File: src/rtl/mem_port_arbiter.sv
// mem_port_arbiter: shares one SRAM-style memory port between instruction fetch
// and data access, one outstanding transaction at a time. Ties alternate with
// the data side winning the first one; responses route back to the owner.
module mem_port_arbiter #(
    parameter int unsigned ADDR_W = 32,
    parameter int unsigned DATA_W = 32
) (
    input  logic              clk,
    input  logic              rst,

    input  logic              inst_req,
    input  logic [ADDR_W-1:0] inst_addr,
    output logic              inst_addr_ok,
    output logic              inst_data_ok,
    output logic [DATA_W-1:0] inst_rdata,

    input  logic              data_req,
    input  logic              data_wr,
    input  logic [1:0]        data_size,
    input  logic [ADDR_W-1:0] data_addr,
    input  logic [DATA_W-1:0] data_wdata,
    output logic              data_addr_ok,
    output logic              data_data_ok,
    output logic [DATA_W-1:0] data_rdata,

    output logic              bus_req,
    output logic              bus_wr,
    output logic [1:0]        bus_size,
    output logic [ADDR_W-1:0] bus_addr,
    output logic [DATA_W-1:0] bus_wdata,
    input  logic              bus_addr_ok,
    input  logic              bus_data_ok,
    input  logic [DATA_W-1:0] bus_rdata
);

    localparam int unsigned SIZE_W = 2;
    localparam logic [SIZE_W-1:0] SIZE_WORD = SIZE_W'(2);

    typedef enum logic [1:0] {
        ST_IDLE = 2'd0,
        ST_ADDR = 2'd1,
        ST_DATA = 2'd2
    } state_e;

    typedef enum logic {
        REQ_INST = 1'b0,
        REQ_DATA = 1'b1
    } req_e;

    state_e              state_q, state_d;
    req_e                owner_q, owner_d;
    req_e                last_q,  last_d;
    logic                bus_req_q, bus_req_d;
    logic                wr_q, wr_d;
    logic [SIZE_W-1:0]   size_q, size_d;
    logic [ADDR_W-1:0]   addr_q, addr_d;
    logic [DATA_W-1:0]   wdata_q, wdata_d;

    logic                grant_inst, grant_data;
    logic                resp_inst, resp_data;

    // State, ownership and latched bus fields; reset abandons any transaction.
    always_ff @(posedge clk or negedge rst) begin
        if (!rst) begin
            state_q   <= ST_IDLE;
            owner_q   <= REQ_INST;
            last_q    <= REQ_INST;
            bus_req_q <= 1'b0;
            wr_q      <= 1'b0;
            size_q    <= '0;
            addr_q    <= '0;
            wdata_q   <= '0;
        end else begin
            state_q   <= state_d;
            owner_q   <= owner_d;
            last_q    <= last_d;
            bus_req_q <= bus_req_d;
            wr_q      <= wr_d;
            size_q    <= size_d;
            addr_q    <= addr_d;
            wdata_q   <= wdata_d;
        end
    end

    // Grant selection, field latching and transaction sequencing.
    always_comb begin
        state_d    = state_q;
        owner_d    = owner_q;
        last_d     = last_q;
        bus_req_d  = bus_req_q;
        wr_d       = wr_q;
        size_d     = size_q;
        addr_d     = addr_q;
        wdata_d    = wdata_q;
        grant_inst = 1'b0;
        grant_data = 1'b0;
        resp_inst  = 1'b0;
        resp_data  = 1'b0;

        unique case (state_q)
            ST_IDLE: begin
                // Data wins when alone or when the last grant went to fetch.
                if (data_req && (!inst_req || last_q == REQ_INST)) begin
                    grant_data = 1'b1;
                    wr_d       = data_wr;
                    size_d     = data_size;
                    addr_d     = data_addr;
                    wdata_d    = data_wdata;
                    owner_d    = REQ_DATA;
                    last_d     = REQ_DATA;
                    bus_req_d  = 1'b1;
                    state_d    = ST_ADDR;
                end else if (inst_req) begin
                    grant_inst = 1'b1;
                    wr_d       = 1'b0;
                    size_d     = SIZE_WORD;
                    addr_d     = inst_addr;
                    wdata_d    = '0;
                    owner_d    = REQ_INST;
                    last_d     = REQ_INST;
                    bus_req_d  = 1'b1;
                    state_d    = ST_ADDR;
                end
            end
            ST_ADDR: begin
                if (bus_addr_ok) begin
                    bus_req_d = 1'b0;
                    state_d   = ST_DATA;
                end
            end
            ST_DATA: begin
                bus_req_d = 1'b0;
                if (bus_data_ok) begin
                    resp_inst = (owner_q == REQ_INST);
                    resp_data = (owner_q == REQ_DATA);
                    state_d   = ST_IDLE;
                end
            end
            default: begin
                bus_req_d = 1'b0;
                state_d   = ST_IDLE;
            end
        endcase
    end

    // Handshakes are combinational and held low while reset is asserted.
    always_comb begin
        inst_addr_ok = rst & grant_inst;
        data_addr_ok = rst & grant_data;
        inst_data_ok = rst & resp_inst;
        data_data_ok = rst & resp_data;
    end

    assign inst_rdata = bus_rdata;
    assign data_rdata = bus_rdata;

    assign bus_req   = bus_req_q;
    assign bus_wr    = wr_q;
    assign bus_size  = size_q;
    assign bus_addr  = addr_q;
    assign bus_wdata = wdata_q;

endmodule
File: config.mk
export PLATFORM = sky130hd
export DESIGN_NAME = mem_port_arbiter
export DESIGN_NICKNAME = d
export VERILOG_FILES = /design/src/rtl/mem_port_arbiter.sv
export SDC_FILE = /design/constraint.sdc
export NUM_CORES = 1
export LEC_CHECK = 0
export CORE_AREA = 2 2 106 108
export DETAILED_ROUTE_END_ITERATION = 8
export DIE_AREA = 0 0 108 110
export DONT_BUFFER_PORTS = 1
export GPL_TIMING_DRIVEN = 1
export PLACE_DENSITY_LB_ADDON = 0.08
export SYNTH_ARGS = -nofsm -noshare
export SYNTH_HDL_FRONTEND = slang
export SYNTH_SLANG_ARGS = --single-unit
File: constraint.sdc
create_clock -name clk -period 2.4 [get_ports clk]
set_input_delay 0.24 -clock clk [delete_from_list [all_inputs] [get_ports clk]]
set_output_delay 0.24 -clock clk [all_outputs]
set_load 0.05 [all_outputs]
; ---- After elaboration in Yosys (flattened, before gate mapping)
; Index checks and enable logic that the tools add are counted.
[word_totals]
regBits = 71
wordCells = 52
input_bits = 137
output_inout_bits = 136
[classes]
reduce_logical = 8
eq_ne = 5
n_bitwise = 5
muxes = 27
[ops]
columns = operator, n
row1 = $mux W32, 4
row2 = $mux W1, 15
row3 = $mux W2, 6
row4 = $pmux W2 S3, 1
row5 = $and A1 B1 Y1, 4
row6 = $ne A2 B2 Y1 const B, 2
row7 = $reduce_and A2 Y1, 2
row8 = $ne A3 B3 Y1 const B, 1
row9 = $reduce_and A3 Y1, 1
row10 = $eq A2 B1 Y1 const B, 1
row11 = $eq A2 B2 Y1 const B, 1
row12 = $logic_not A2 Y1, 1
row13 = $pmux W1 S2, 1
row14 = $reduce_bool A2 Y1, 1
row15 = $logic_and A1 B1 Y1, 1
row16 = $logic_not A1 Y1, 1
row17 = $logic_or A1 B1 Y1, 1
row18 = $not A1 Y1, 1

; ---- Logic depth before layout (Yosys ltp)
; Gate-level depths: netlist of the first run.
[depth]
word_depth = 6
ltp_mapped = 5
depth_no_buf = 3

; ---- Least setup slack after synthesis of the first run
; No wires, ideal clock.
[synth_timing]
path_kind = register to output
startpoint = register last_q
endpoint = output data_addr_ok
arrival_time_ns = 1.606
path_stages_with_launch = 6
path_buffers = 2
path_slack_ns = 0.554
required_time_ns = 2.160
cell_sequence = dfrtp_1 a21bo_1 buf_6 nor3_4 buf_2 and2_1
[synth_between]
elab_chain_cells = 6
[synth_lines]
columns = element, line
row1 = start: declaration, 52  ; req_e last_q, last_d;
row2 = start signal: assignment, 76  ; last_q <= last_d;
row3 = $not A1 Y1, -
row4 = $logic_or A1 B1 Y1, 103  ; if (data_req && (!inst_req || last_q == REQ_INST)) begin
row5 = $logic_and A1 B1 Y1, 103
row6 = $mux W1, 103
row7 = $mux W1, 100  ; unique case (state_q)
row8 = $and A1 B1 Y1, 149  ; data_addr_ok = rst & grant_data;
row9 = end: declaration, 22  ; output logic data_addr_ok,
; No other way between the ends.

; ---- Worst setup path after layout of the first run
; Same ends and word-level chain as after synthesis.

==> results of run 1 <==
## synthesized netlist by cell type (all sizes together)
cell / instances
o21ai: 2
a22oi: 1
and2: 1
and4: 1
nor3: 1
nor2: 3
inv: 4
nand4b: 1
mux2: 64
a22o: 34
a21o: 1
a21bo: 1
nand2b: 2
o22ai: 1
nand2: 2
buf: 75
nand3b: 1
clkbuf: 3
dfrtp: 71
## layout make-up
cell class	count	area (um^2)	area share, %
multi-input cells	116	1150	32.88
clock buffers	10	137.6	3.936
repair buffers	14	175.2	5.009
flip-flops and latches	71	1777	50.80
clock inverters	6	67.56	1.932
well taps	140	175.2	5.009
inverters	4	15.01	0.4293
## metrics by stage
step / hold slack, ns / util, % / cells / instance area [um^2] / setup slack (ns)
after global placement: -0.05352 / 30.05 / 339 / 3214 / 0.6669
after CTS: 0.004019 / 32.69 / 361 / 3497 / 0.3276
after global routing: 0.001042 / 32.69 / 361 / 3497 / 0.2648
final: 0.02892 / 32.69 / 361 / 3497 / 0.3786
after detailed placement: -0.05392 / 30.05 / 339 / 3214 / 0.5562
after floorplan: -0.05559 / - / 269 / 3502 / 0.5539
## registers in the layout (all words and copies together), names as in the netlist
| register | cells |
|---|---|
| bus_wr | 1 |
| bus_req | 1 |
| bus_size | 2 |
| bus_wdata | 32 |
| state_q | 2 |
| bus_addr | 32 |
| last_q | 1 |
## how the worst max path moves through the flow
| stage | depth (start not counted) | start | endpoint | slack [ns] |
|---|---|---|---|---|
| after floorplan | 5 | last_q$_DFFE_PN0P_ | data_addr_ok | 0.55 |
| after global placement | 3 | data_req | bus_addr[24]$_DFFE_PN0P_ | 0.67 |
| after detailed placement | 3 | data_req | bus_addr[23]$_DFFE_PN0P_ | 0.56 |
| after CTS | 5 | last_q$_DFFE_PN0P_ | data_addr_ok | 0.33 |
| after global routing | 5 | last_q$_DFFE_PN0P_ | data_addr_ok | 0.26 |
| final | 5 | last_q$_DFFE_PN0P_ | data_addr_ok | 0.38 |
## metal layers
metal | wire length (um) | vias up | global-route usage (%)
met5 | 0 | - | 0
met4 | 164 | 0 | 7.143
met3 | 872 | 19 | 5.467
met2 | 3347 | 153 | 19.32
met1 | 2489 | 860 | 12.14
li1 | - | 769 | -
## critical path: stages (launching register included)
cell     delay, ns
dfrtp_1       0.41
a21bo_1       0.19
buf_4         0.19
nor3_4        0.27
and2_1        0.23
buf_12        0.15
## power by group
part	switching, mW	internal, mW	leakage, nW
Clock	0.472	0.512	0.0989
Combinational	0.555	0.715	0.554
Sequential	2.19	1.70	0.875
Total	3.22	2.92	1.53
## kinds of logic (layout without fill, tap and decap cells)
group | count (synthesis) | after routing | synth area share, %
AOI/OAI and AO/OA | 40 | 40 | 9.682
buffers and inverters | 82 | 34 | 16.76
DFF | 71 | 71 | 50.73
muxes | 64 | 64 | 20.58
and+or+nand+nor | 12 | 12 | 2.251
==> run_results.csv, run 1 <==
group,metric,value,unit
synth,ys_warn_count,0,
clock_network,clockRootBuffer,"clkbuf_8",
setup_path,worst-path-max-fanout,9,
clock_network,hold_buffers,6,
cells_and_area,layout_common_cells,"71 x dfrtp_1, 35 x mux2_2, 34 x a22o_1",
synth,synth.distinct_cells,23,
min_path,min_path_type,"input pin to flop",
drt,dr.pass1.iters,4,
synth,ys_seq_area_share,50.73,%
timing,period_share,84.23,%
clock_network,cts_tree,"done",
synth,synthDominantCellAreaShare,50.73,%
timing,tns,0,ns
cells_and_area,fill_cells,1064,
timing,final.min_clock_period,2.021,ns
global_route,grt_overflow,0,
min_path,worstHoldStart,"bus_addr_ok",
drt,drc,0,
clock_network,cts_buffer_depth,2,
timing,slew_headroom,34.52,%
floorplanning,die_x,108,um
power_and_ir_drop,max-vdd-ir-drop,584.0,uV
timing,worst_pin_slew,0.9784,ns
cells_and_area,syn_to_final_growth,-0.1430,%
clock_network,cts_setup_buffers,0,
setup_path,end_kind,"output pin",
drt,vias,1801,
outcome,outcome,"finished clean",
synth,synth.avg_cell_area,13.02,um^2
global_route,grt_max_degree,72,
clock_network,ctsHtreeMaxLevel,3,
setup_path,reg2reg_depth,4,
setup_path,startpoint_type,"flop",
setup_path,crit_type,"flop to output pin",
clock_network,cts_made_buffers,9,
clock_network,ctsResizeCount,0,
power_and_ir_drop,fin_total_pwr,6.139,mW
setup_path,crit_arrival,1.78,ns
synth,synth_top_cell_by_area,"dfrtp_1",
global_route,grt_pass1_wl,10360,um
timing,slew_viol_final,0,
synth,synthesis.nets,406,
job,max-cap-violations,0,
timing,fin_worst_skew,0.009663,ns
min_path,min_to,"state_q[1]$_DFFE_PN0P_",
timing,setup_viol,0,
setup_path,regToRegSetupSlack,0.67,ns
synth,netlist_area,3502,um^2
synth,syn_inst,269,
cells_and_area,final_common_cell,"dfrtp_1",
timing,finalHoldViolCount,0,
placement,place.gp.congestion,0.6346,
drt,dr.first_iter.drc_count,37,
setup_path,cp_data_required_time,2.16,ns
floorplanning,core,10700,um^2
floorplanning,placementRows,38,
floorplanning,start_util,32.74,%
floorplanning,die_height,110,um
power_and_ir_drop,p_leak,1.528,nW
global_route,antenna_found_initial,0,
drt,ant_nets,0,
drt,wl,6874,um
global_route,grt_pass1_vias,2033,
clock_network,clock_sinks,71,
cells_and_area,diodes,0,
clock_network,cts.clk_slew.worst_paths,0.08,ns
global_route,track_usage,11.69,%
min_path,hold_depth,2,
cells_and_area,nets,353,
power_and_ir_drop,powerDensity,1755,nW/um^2
timing,rsz0062_at_grt,"false",
timing,max_freq,494.7,MHz
setup_path,r2r-start,"state_q[1]$_DFFE_PN0P_",
drt,viasPerCell,4.989,
placement,dp_hpwl,4786,um
floorplanning,dieArea,11880,um^2
clock_network,clk_latency,0.34,ns
floorplanning,io_pins,273,
synth,ys_seq_elements,71,
placement,io_buffers,0,
cells_and_area,drive_above_1_share,28.05,%
synth,netlist_top_cells_area,"dfrtp_1 51%, buf_4 14%, mux2_2 11%",
drt,avgRoutedWirePerCell,19.04,um
setup_path,r2r_end,"bus_addr[24]$_DFFE_PN0P_",
(Power assumes the default switching activity.)
==> run 2, diff against run 1 <==
Clock period 2.4 ns to 1.9 ns, I/O delays scaled along.
==> run 2 against run 1 <==
Compared with the run above: sequential power is 26% higher; sequential share of layout area is 4.7 points lower; via count is 9.5% higher; critical path depth stayed put; worst setup slack worse by 0.26 ns.
==> run_results.csv, run 2 (same netlist as run 1, synthesis figures left out) <==
group,metric,value,unit
setup_path,worst-path-max-fanout,34,
placement,place.gp.congestion,0.6273,
cells_and_area,final_common_cell,"dfrtp_1",
drt,drc,0,
global_route,gr-usage-met3,5.585,%
placement,dp_hpwl,4686,um
power_and_ir_drop,max-vdd-ir-drop,893.0,uV
floorplanning,placementRows,38,
drt,dr.first_iter.drc_count,55,
floorplanning,start_util,32.74,%
floorplanning,core,10700,um^2
global_route,grt_pass1_wl,10780,um
timing,worst_pin_slew,0.5064,ns
placement,io_buffers,0,
job,max-cap-violations,0,
setup_path,end_kind,"output pin",
drt,avgRoutedWirePerCell,17.70,um
clock_network,cts_made_buffers,9,
global_route,grt_overflow,0,
clock_network,cts_buffer_depth,2,
clock_network,cts_tree,"done",
clock_network,clockRootBuffer,"clkbuf_8",
global_route,grt_pass1_vias,2126,
global_route,top_usage_layer,"met2",
setup_path,crit_type,"flop to output pin",
drt,vias,1972,
floorplanning,io_pins,273,
drt,viasPerCell,4.980,
clock_network,clk_latency,0.34,ns
timing,setup_viol,0,
setup_path,startpoint_type,"flop",
timing,max_freq,561.1,MHz
drt,dr.pass1.iters,4,
cells_and_area,diodes,0,
timing,whs,0.04335,ns
cells_and_area,layout_common_cells,"71 x dfrtp_1, 39 x dlygate4sd3_1, 35 x mux2_2",
timing,period_share,93.80,%
timing,rsz0062_at_grt,"false",
global_route,grt_max_degree,72,
floorplanning,die_height,110,um
setup_path,crit_arrival,1.59,ns
floorplanning,dieArea,11880,um^2
setup_path,cp_data_required_time,1.71,ns
min_path,min_path_type,"input pin to flop",
cells_and_area,drive_above_1_share,25.00,%
outcome,outcome,"finished clean",
floorplanning,die_x,108,um
clock_network,ctsHtreeMaxLevel,3,
global_route,antenna_found_initial,0,
drt,wl,7009,um
clock_network,cts.clk_slew.worst_paths,0.08,ns
power_and_ir_drop,p_leak,1.683,nW
drt,ant_nets,0,
global_route,use_met2,20.44,%
timing,slew_viol_final,0,
cells_and_area,syn_to_final_growth,10.00,%
timing,finalHoldViolCount,0,
global_route,track_usage,12.15,%
global_route,met1_usage,12.33,%
timing,tns,0,ns
clock_network,clock_sinks,71,
timing,slew_headroom,66.24,%
timing,fin_worst_skew,0.006669,ns
power_and_ir_drop,powerDensity,2027,nW/um^2
cells_and_area,nets,388,
timing,final.min_clock_period,1.782,ns
## run 2: final timing paths
path / from / end / slack, ns / cells after the start
min in group asynchronous: rst / bus_wdata[13]$_DFFE_PN0P_ / 0.37 / 2
max: last_q$_DFFE_PN0P_ / data_addr_ok / 0.12 / 5
min: bus_addr_ok / bus_req$_DFFE_PN0P_ / 0.04 / 3
min reg2reg: last_q$_DFFE_PN0P_ / last_q$_DFFE_PN0P_ / 0.54 / 1
max reg2reg: last_q$_DFFE_PN0P_ / bus_wdata[20]$_DFFE_PN0P_ / 0.33 / 5
max in group asynchronous: rst / bus_addr[20]$_DFFE_PN0P_ / 1.22 / 2
## run 2: power breakdown
part           leakage (nW)  total (mW)  switching (mW)  internal, mW
clock                0.0992        1.19           0.578         0.607
sequential            0.875        4.90            2.76          2.14
combinational         0.710        1.72           0.737         0.985
## run 2: stage by stage
step	util [%]	cell area [um^2]	power, mW	instances	setup WS, ns
detailed placement	30.16	3227	6.576	339	0.3226
finish	36.01	3852	7.811	396	0.1178
CTS	35.92	3842	7.902	395	0.03126
global placement	30.16	3227	6.485	339	0.4011
global route	36.01	3852	8.224	396	0.009781
floorplan	-	3502	6.486	269	0.1039
## run 2: timing repair
| item | 4_1_cts | 5_1_grt |
|---|---|---|
| endpoints found under the hold margin | 108 | 0 |
| resized for setup | 0 | 1 |
| setup endpoints to repair | 0 | 1 |
| hold buffers | 40 | 0 |
| buffers inserted | 0 | 1 |
## run 2: worst max-delay path, cell delays in order, from the launching register on
cell and delay (ns):
dfrtp_1 0.41, a21bo_1 0.20, buf_12 0.17, nor3_4 0.15, and2_4 0.18, buf_12 0.13
## run 2: routing by layer
layer	up-vias	wire length, um
met4	0	155
met5	-	0
met2	157	3488
met1	951	2452
met3	19	913
li1	845	-
## run 2: cell type report
class,instances,area (um^2)
clock buffer,9,123.9
clock inverter,7,73.82
fill,1055,6845
inverter,4,15.01
multi-input combinational,116,1152
sequential,71,1777
tap,140,175.2
timing repair buffer,49,535.5
==> run 3, diff against run 2 <==
Clock period 1.9 ns to 1.55 ns, I/O delays scaled along.
==> run 3 against run 2 <==
Compared with the run above: critical path type unchanged; critical endpoint unchanged; utilization increased by 4.2 points; highest routed layer unchanged; worst hold slack worse by 0.55 ns; die area did not move; the run now ends with negative hold slack, negative setup slack left; worst setup slack got worse by 0.27 ns; wire length rose by 12%.
==> run_results.csv, run 3 (same netlist as run 1, synthesis figures left out) <==
group,metric,value,unit
power_and_ir_drop,p_leak,1.979,nW
cells_and_area,diodes,0,
floorplanning,placementRows,38,
timing,whs,-0.5025,ns
cells_and_area,final_common_cell,"dfrtp_1",
clock_network,ctsHtreeMaxLevel,3,
clock_network,cts_buffer_depth,2,
clock_network,hold_buffers,38,
global_route,grt_pass1_wl,11620,um
placement,placed_cell_area,3525,um^2
floorplanning,die_height,110,um
drt,dr.first_iter.drc_count,113,
drt,ant_nets,0,
setup_path,end_kind,"output pin",
drt,drc,0,
clock_network,cts_tree,"done",
timing,fin_worst_skew,0.009651,ns
global_route,antenna_found_initial,0,
cells_and_area,syn_to_final_growth,22.79,%
cells_and_area,design_area,4300,um^2
timing,period_share,110.0,%
drt,viasPerCell,4.845,
floorplanning,dieArea,11880,um^2
cells_and_area,nets,430,
floorplanning,start_util,32.74,%
timing,worst_pin_slew,0.5025,ns
clock_network,cts.clk_slew.worst_paths,0.08,ns
floorplanning,die_x,108,um
outcome,outcome,"finished with violations",
global_route,grt_overflow,0,
clock_network,clock_sinks,71,
drt,vias,2122,
outcome,violations,"negative hold slack, negative setup slack",
clock_network,clk_latency,0.33,ns
setup_path,crit_type,"flop to output pin",
setup_path,slowest_stage,"dfrtp_1",
placement,io_buffers,0,
timing,max_freq,586.3,MHz
cells_and_area,layout_common_cells,"71 x dfrtp_1, 39 x buf_4, 37 x dlygate4sd3_1",
drt,wl,7823,um
min_path,min_path_type,"input pin to asynchronous set/reset pin",
timing,slew_viol_final,0,
global_route,grt_max_degree,75,
timing,final.min_clock_period,1.706,ns
setup_path,cp_cell_sequence,"a21bo_4 -> buf_12 -> nor3_4 -> buf_6 -> and2_4",
timing,setup_viol,37,
setup_path,worst-path-max-fanout,3,
power_and_ir_drop,powerDensity,2482,nW/um^2
job,max-cap-violations,0,
power_and_ir_drop,max-vdd-ir-drop,990.9,uV
placement,place.gp.congestion,0.6757,
floorplanning,core,10700,um^2
drt,avgRoutedWirePerCell,17.86,um
timing,finalHoldViolCount,71,
clock_network,cts_made_buffers,9,
cells_and_area,drive_above_1_share,40.94,%
global_route,track_usage,12.84,%
setup_path,cp_data_required_time,1.39,ns
clock_network,clockRootBuffer,"clkbuf_8",
timing,tns,-2.701,ns
drt,dr.pass1.iters,4,
setup_path,crit_arrival,1.55,ns
placement,dp_hpwl,5270,um
setup_path,slowest_delay,0.40,ns
timing,slew_headroom,66.50,%
timing,final.setup.worst_slack,-0.1555,ns
global_route,grt_pass1_vias,2314,
setup_path,startpoint_type,"flop",
timing,rsz0062_at_grt,"true",
floorplanning,io_pins,273,
==> run 3: changes by cell type in the layout (fill, tap and decap cells not counted), sizes merged <==
| cell | previous run | this run |
|---|---|---|
| inv | 4 | 5 |
| dlymetal6s4s | 0 | 1 |
| dlygate4sd3 | 39 | 37 |
| clkinv | 5 | 3 |
| clkbuf | 9 | 11 |
| buf | 10 | 52 |
==> run 3: layer usage <==
metal / track usage, % / part of all wire [%] / wire, um
met3: 5.232 / 10 / 821
met5: 0 / 0 / 0
met2: 21.88 / 50 / 3940
met4: 6.502 / 2.1 / 167
met1: 13.82 / 37 / 2893
==> run 3: worst max-delay path, delay by kind of cell (launching register included) <==
kind	cells	cell delay, ns
buffers and inverters	2	0.24
AND/OR/NAND/NOR	2	0.34
AO/OA/AOI/OAI	1	0.23
flip-flops	1	0.40
==> run 3: per-stage QoR <==
| stage | setup WS [ns] | power [mW] | utilization [%] | instances |
|---|---|---|---|---|
| after detailed placement | 0.04962 | 8.916 | 32.95 | 375 |
| after floorplan | 0.02008 | 7.961 | - | 269 |
| after CTS | -0.2129 | 10.77 | 40.11 | 437 |
| after global placement | 0.07847 | 8.787 | 32.95 | 375 |
| after global routing | -0.2267 | 11.22 | 40.20 | 438 |
| final | -0.1555 | 10.67 | 40.20 | 438 |
==> run 3: cell type report <==
type / count / area, um^2
repair buffers: 91 / 917.1
inverters: 4 / 15.01
multi-input cells: 116 / 1220
well taps: 140 / 175.2
flip-flops and latches: 71 / 1777
clock buffers: 10 / 127.6
clock inverters: 6 / 68.82
fillers: 993 / 6397
==> run 3: power by group <==
group          internal (mW)  leakage (nW)  total [mW]  switching [mW]
combinational           2.06          1.01        4.77            2.71
sequential              2.66         0.875        4.44            1.79
clock                  0.752        0.0968        1.47           0.714
total                   5.46          1.98        10.7            5.21
==> run 3: path summary, 6_finish.rpt <==
check	startpoint	slack [ns]	cells after the start	endpoint
hold / removal	rst	-0.50	0	bus_addr[0]$_DFFE_PN0P_
setup / recovery	last_q$_DFFE_PN0P_	-0.16	5	data_addr_ok
hold reg to reg	bus_addr[3]$_DFFE_PN0P_	0.51	1	bus_addr[3]$_DFFE_PN0P_
max in group asynchronous	rst	1.90	0	bus_addr[7]$_DFFE_PN0P_
setup reg to reg	last_q$_DFFE_PN0P_	-0.14	6	bus_addr[19]$_DFFE_PN0P_
min in group clk	data_addr[28]	0.07	2	bus_addr[28]$_DFFE_PN0P_
==> run 3: repair_timing <==
action | CTS | global route
resized for setup | 22 | 5
setup endpoints to repair | 4 | 66
cloned | 1 | 1
pin swaps | 30 | 3
endpoints found under the hold margin | 109 | 71
buffers inserted | 7 | 2
